===== config.mk =====
export PLATFORM = sky130hd
export DESIGN_NAME = uc_pipe
export DESIGN_NICKNAME = d
export VERILOG_FILES = /design/src/rtl/uc_pkg.sv /design/src/rtl/uc_decode.sv /design/src/rtl/uc_pipe.sv
export SDC_FILE = /design/constraint.sdc
export NUM_CORES = 1
export LEC_CHECK = 0
export CAP_MARGIN = 20
export CORE_UTILIZATION = 42
export DETAILED_ROUTE_END_ITERATION = 7
export GPL_TIMING_DRIVEN = 0
export PLACE_DENSITY = 0.77
export RECOVER_POWER = 100
export SYNTH_ARGS = -nofsm -noshare
export SYNTH_HDL_FRONTEND = slang
export SYNTH_SLANG_ARGS = --single-unit

===== constraint.sdc =====
create_clock -name clk -period 2.1 [get_ports clk]
set_input_delay 0.42 -clock clk [delete_from_list [all_inputs] [get_ports clk]]
set_output_delay 0.42 -clock clk [all_outputs]
set_load 0.05 [all_outputs]

===== src/rtl/uc_pkg.sv =====
// Shared opcodes, ALUOp codes and control-bundle types for the pipelined MIPS control unit.
// The optional J-instruction support is enabled by defining UC_PIPE_JUMP_EN.
package uc_pkg;

   localparam int UC_OP_W    = 6;
   localparam int UC_ALUOP_W = 3;
   localparam int UC_RA_W    = 5;

   localparam logic [5:0] OP_RTYPE = 6'b000000;
   localparam logic [5:0] OP_MUL   = 6'b011100;
   localparam logic [5:0] OP_LW    = 6'b100011;
   localparam logic [5:0] OP_SW    = 6'b101011;
   localparam logic [5:0] OP_BEQ   = 6'b000100;
   localparam logic [5:0] OP_ADDI  = 6'b001000;
   localparam logic [5:0] OP_ANDI  = 6'b001100;
   localparam logic [5:0] OP_ORI   = 6'b001101;
   localparam logic [5:0] OP_SLTI  = 6'b001010;
   localparam logic [5:0] OP_J     = 6'b000010;

   localparam logic [2:0] ALU_ADD   = 3'b000;
   localparam logic [2:0] ALU_SUB   = 3'b001;
   localparam logic [2:0] ALU_AND   = 3'b010;
   localparam logic [2:0] ALU_OR    = 3'b011;
   localparam logic [2:0] ALU_SLT   = 3'b100;
   localparam logic [2:0] ALU_FUNCT = 3'b101;

   typedef struct packed {
      logic                  reg_dst;
      logic                  alu_src;
      logic [UC_ALUOP_W-1:0] alu_op;
   } ex_ctrl_t;

   typedef struct packed {
      logic branch;
      logic mem_read;
      logic mem_write;
   } m_ctrl_t;

   typedef struct packed {
      logic reg_write;
      logic mem_to_reg;
   } wb_ctrl_t;

   localparam ex_ctrl_t EX_BUBBLE = '{1'b0, 1'b0, ALU_ADD};
   localparam m_ctrl_t  M_BUBBLE  = '{1'b0, 1'b0, 1'b0};
   localparam wb_ctrl_t WB_BUBBLE = '{1'b0, 1'b0};

   // Register 0 is deliberately not excluded: a load into $0 still stalls a reader of $0.
   function automatic logic reg_match(input logic [UC_RA_W-1:0] load_rt,
                                      input logic [UC_RA_W-1:0] rs,
                                      input logic [UC_RA_W-1:0] rt);
      return (load_rt == rs) || (load_rt == rt);
   endfunction

endpackage


===== src/rtl/uc_decode.sv =====
// Combinational main decoder: ID opcode to EX/M/WB control bundles plus an illegal flag.
// With UC_PIPE_JUMP_EN defined, J decodes to a legal bubble; otherwise J is illegal.
module uc_decode
   import uc_pkg::*;
#(
   parameter int OP_W = UC_OP_W
) (
   input  logic            valid,
   input  logic [OP_W-1:0] op,
   output ex_ctrl_t        ex,
   output m_ctrl_t         m,
   output wb_ctrl_t        wb,
   output logic            illegal
);

   // Opcode decode; an invalid ID slot or unknown opcode yields an all-zero bundle.
   always_comb begin
      ex      = EX_BUBBLE;
      m       = M_BUBBLE;
      wb      = WB_BUBBLE;
      illegal = 1'b0;
      if (valid) begin
         case (op)
            OP_RTYPE, OP_MUL: begin
               ex.reg_dst   = 1'b1;
               ex.alu_op    = ALU_FUNCT;
               wb.reg_write = 1'b1;
            end
            OP_LW: begin
               ex.alu_src    = 1'b1;
               ex.alu_op     = ALU_ADD;
               m.mem_read    = 1'b1;
               wb.reg_write  = 1'b1;
               wb.mem_to_reg = 1'b1;
            end
            OP_SW: begin
               ex.alu_src  = 1'b1;
               ex.alu_op   = ALU_ADD;
               m.mem_write = 1'b1;
            end
            OP_BEQ: begin
               ex.alu_op = ALU_SUB;
               m.branch  = 1'b1;
            end
            OP_ADDI: begin
               ex.alu_src   = 1'b1;
               ex.alu_op    = ALU_ADD;
               wb.reg_write = 1'b1;
            end
            OP_ANDI: begin
               ex.alu_src   = 1'b1;
               ex.alu_op    = ALU_AND;
               wb.reg_write = 1'b1;
            end
            OP_ORI: begin
               ex.alu_src   = 1'b1;
               ex.alu_op    = ALU_OR;
               wb.reg_write = 1'b1;
            end
            OP_SLTI: begin
               ex.alu_src   = 1'b1;
               ex.alu_op    = ALU_SLT;
               wb.reg_write = 1'b1;
            end
`ifdef UC_PIPE_JUMP_EN
            OP_J: begin
               illegal = 1'b0;
            end
`endif
            default: begin
               illegal = 1'b1;
            end
         endcase
      end else begin
         illegal = 1'b0;
      end
   end

endmodule


===== src/rtl/uc_pipe.sv =====
// Pipelined MIPS control unit: decodes in ID, carries control through ID/EX, EX/MEM, MEM/WB,
// inserts load-use bubbles and applies branch flushes. UC_PIPE_JUMP_EN adds the id_jump output.
module uc_pipe
   import uc_pkg::*;
#(
   parameter int OP_W    = UC_OP_W,
   parameter int ALUOP_W = UC_ALUOP_W,
   parameter int RA_W    = UC_RA_W
) (
   input  logic               clk,
   input  logic               rst,
   input  logic               id_valid,
   input  logic [OP_W-1:0]    id_op,
   input  logic [RA_W-1:0]    id_rs,
   input  logic [RA_W-1:0]    id_rt,
   input  logic               flush,
   output logic               ex_reg_dst,
   output logic               ex_alu_src,
   output logic [ALUOP_W-1:0] ex_alu_op,
   output logic [RA_W-1:0]    ex_rt,
   output logic               mem_branch,
   output logic               mem_mem_read,
   output logic               mem_mem_write,
   output logic               wb_reg_write,
   output logic               wb_mem_to_reg,
   output logic               stall,
`ifdef UC_PIPE_JUMP_EN
   output logic               id_jump,
`endif
   output logic               illegal_op
);

   ex_ctrl_t  dec_ex;
   m_ctrl_t   dec_m;
   wb_ctrl_t  dec_wb;
   logic      dec_illegal;

   ex_ctrl_t  idex_ex;
   m_ctrl_t   idex_m;
   wb_ctrl_t  idex_wb;
   logic      idex_illegal;
   logic [RA_W-1:0] idex_rt;

   m_ctrl_t   exmem_m;
   wb_ctrl_t  exmem_wb;

   wb_ctrl_t  memwb_wb;

   uc_decode #(
      .OP_W (OP_W)
   ) u_decode (
      .valid   (id_valid),
      .op      (id_op),
      .ex      (dec_ex),
      .m       (dec_m),
      .wb      (dec_wb),
      .illegal (dec_illegal)
   );

   // Load-use hazard; a flush outranks it so the two are never asserted together.
   always_comb begin
      stall = 1'b0;
      if (idex_m.mem_read && id_valid && !flush) begin
         stall = reg_match(idex_rt, id_rs, id_rt);
      end else begin
         stall = 1'b0;
      end
   end

`ifdef UC_PIPE_JUMP_EN
   assign id_jump = id_valid & (id_op == OP_J) & ~stall & ~flush;
`endif

   // Control pipeline registers with reset > flush > stall > advance priority.
   always_ff @(posedge clk) begin
      if (rst) begin
         idex_ex      <= EX_BUBBLE;
         idex_m       <= M_BUBBLE;
         idex_wb      <= WB_BUBBLE;
         idex_illegal <= 1'b0;
         idex_rt      <= '0;
         exmem_m      <= M_BUBBLE;
         exmem_wb     <= WB_BUBBLE;
         memwb_wb     <= WB_BUBBLE;
      end else if (flush) begin
         // The branch sitting in EX/MEM still retires into MEM/WB.
         idex_ex      <= EX_BUBBLE;
         idex_m       <= M_BUBBLE;
         idex_wb      <= WB_BUBBLE;
         idex_illegal <= 1'b0;
         exmem_m      <= M_BUBBLE;
         exmem_wb     <= WB_BUBBLE;
         memwb_wb     <= exmem_wb;
      end else if (stall) begin
         idex_ex      <= EX_BUBBLE;
         idex_m       <= M_BUBBLE;
         idex_wb      <= WB_BUBBLE;
         idex_illegal <= 1'b0;
         exmem_m      <= idex_m;
         exmem_wb     <= idex_wb;
         memwb_wb     <= exmem_wb;
      end else begin
         idex_ex      <= dec_ex;
         idex_m       <= dec_m;
         idex_wb      <= dec_wb;
         idex_illegal <= dec_illegal;
         idex_rt      <= id_rt;
         exmem_m      <= idex_m;
         exmem_wb     <= idex_wb;
         memwb_wb     <= exmem_wb;
      end
   end

   assign ex_reg_dst    = idex_ex.reg_dst;
   assign ex_alu_src    = idex_ex.alu_src;
   assign ex_alu_op     = idex_ex.alu_op;
   assign ex_rt         = idex_rt;
   assign illegal_op    = idex_illegal;
   assign mem_branch    = exmem_m.branch;
   assign mem_mem_read  = exmem_m.mem_read;
   assign mem_mem_write = exmem_m.mem_write;
   assign wb_reg_write  = memwb_wb.reg_write;
   assign wb_mem_to_reg = memwb_wb.mem_to_reg;

endmodule

==> impl_metrics.ini <==
[placed_design]
gp_congestion = 0.8254
place_hpwl_um = 1446
pre_cts_ws_ns = -0.9779
portBuffers = 31

[finish]
final_nets = 170
multiInputGateArea_um2 = 549.3
syn2layout_area_growth_pct = 47.74
layout_common_cells = clkdlybuf4s50_1 (20), dfxtp_1 (16), nor2_1 (14)
final_common_cell = clkdlybuf4s50_1
seqCellArea_um2 = 434.2
largest_reg_flops = 5
diodes = 0
drive_gt1_share_pct = 17.45
fillers = 193

[worst_setup_path]
timing.rr.end = ex_alu_op[0]
cp.required_ns = 1.68
critPathLaunchType = input pin
r2r_cells = 7
endpoint_kind = primary output
worstSetupPathType = input pin to primary output
critPathMaxFanout = 2
timing.rr.start = ex_rt[0]
r2r_setup_slack_ns = 0.32
arrival_ns = 1.70

[detailed_routing]
drc = 0
wl_met3_um = 126
via_count = 889
via_per_inst = 5.023
routed_wl_um = 1969
postRouteAntennaNets = 0
wire_per_inst_um = 11.12
dr.max_layer_used = met4
met2_length_um = 988
drtIter0Drc = 14
dr.pass1.iters = 4
wl_met1_um = 821

[synthesis]
synthArstFlopShare_pct = 0
ys_ff_latch = 21
synth.avg_cell_area_um2 = 8.955
synth.net_count = 128
synth-edff-count = 0
synth_ff_type = dfxtp_1
synthCells = 108
synth_area_um2 = 967.2
synth.yosys.seq_area_share_pct = 43.47
yosys_warnings = 0
yosysUniqueCellTypes = 29

[timing]
fin_skew_ns = 0.005676
maxSlewHeadroom_pct = 66.90
tns_ns = -0.02091
hold_violations = 0
setup_ws_ns = -0.02091
rsz0062_at_grt = yes
tightest_slew_ns = 0.4949
finalMaxSlewViolations = 0
fmax_mhz = 471.5
setup_violations = 1
post-route-period-util_pct = 101.0
min_period_ns = 2.121

[clock_network]
clk_latency_ns = 0.30
cts_tree = yes
clk_pin_slew_worst_paths_ns = 0.11
htreeDepth = 1
clkSinkCount = 21
clock_path_buffers = 2
cts_buffers = 3
cts-root-buf = clkbuf_4

[worst_hold_path]
min_to = mem_mem_write
min_path_type = flop to flop
min_path_cells = 1
hp-start = idex_m[0]

[global_route]
antenna_found_initial = 0
grt_usage_pct = 16.63
grt_pass1_wl_um = 3139
grt.overflow.total = 0
grt_max_degree = 13
grt_pass1_vias = 764

[outcome]
failed_checks = setup timing
status = finished, violations left

[floorplan]
start_util_pct = 44.15
ios = 37
dieArea_mm2 = 0.002499
placementRows = 17
fp.dieH_um = 49.99
die_w_um = 49.99
coreArea_mm2 = 0.002191

[run]
drv_cap = 0

[pwr]
peakVddDrop_v = 0.0003200
power_leakage_nw = 0.5711
power.total_w = 0.0007640
power_density_mw_per_mm2 = 534.7
power breakdown:
group | leakage, nW | internal, W | switching, W | total (W)
Clock | 0.0177 | 0.0000709 | 0.000111 | 0.000182
Sequential | 0.173 | 0.000405 | 0.00000863 | 0.000413
Combinational | 0.380 | 0.0000743 | 0.0000940 | 0.000168
stage by stage:
step | utilization (%) | area (µm²) | instances | hold slack (ns)
after floorplan | - | 1011 | 108 | 0.4057
after global placement | 61.91 | 1356 | 167 | 0.4140
after detailed placement | 61.91 | 1356 | 167 | 0.4157
after CTS | 64.08 | 1404 | 175 | 0.4396
after global routing | 65.22 | 1429 | 177 | 0.4499
final | 65.22 | 1429 | 177 | 0.4382
logic make-up (layout without fill, tap and decap cells):
family                 after synthesis  in the layout  synth area share [%]
AND/OR/NAND/NOR                     46             46                 24.32
flip-flops                          21             21                 43.47
AO/OA/AOI/OAI                       16             16                 13.58
XOR/XNOR                            11             11                 9.961
buffers and inverters                9             50                 3.493
multiplexers                         5              5                 5.175
repair_timing:
action                                  4_1_cts  5_1_grt
endpoints found under the setup margin        1        1
hold buffers                                  0        0
cloned                                        0        0
resized for setup                            16        4
setup buffers                                 4        2
pin swaps                                     8        7
Yosys cell counts (all sizes together) (2+ instances only):
master | n | area share, %
dfxtp | 21 | 43
nor2 | 14 | 5.4
nor3 | 11 | 6.2
xor2 | 10 | 9.1
a21oi | 6 | 3.1
clkbuf | 6 | 2.3
mux2i | 5 | 5.2
nand2 | 5 | 1.9
and2 | 3 | 1.9
inv | 3 | 1.2
nor2b | 3 | 1.9
nor4 | 3 | 1.9
o21ai | 2 | 1.0
o21bai | 2 | 1.6
routing by layer:
metal / track usage (%) / vias up
met5: 0 / -
met3: 4.321 / 4
met4: 8.571 / 0
met2: 28.44 / 34
met1: 18.64 / 402
li1: - / 449
cell type report:
class	count	share of cell area, %
timing repair buffer	37	24.43
tap	28	2.452
multi-input combinational	78	38.44
buffer	6	1.576
sequential	21	30.39
inverter	3	0.7881
clock inverter	1	0.3503
clock buffer	3	1.576
how the worst max path moves through the flow:
stage / start / slack (ns) / endpoint
floorplan: ex_rt[4] / -0.03 / stall
global placement: id_rt[4] / -0.94 / stall
detailed placement: id_rt[4] / -0.98 / stall
CTS: id_rs[3] / 0.0006 / stall
global route: ex_rt[4] / -0.07 / stall
finish: id_rt[4] / -0.02 / stall
worst max-delay path: stages:
cell and delay (ns):
clkdlybuf4s15_1 0.23, xor2_2 0.20, nor3_2 0.22, a22oi_2 0.14
nor4b_4 0.30, buf_6 0.19
Note: power is estimated with default switching activity, not from simulation.
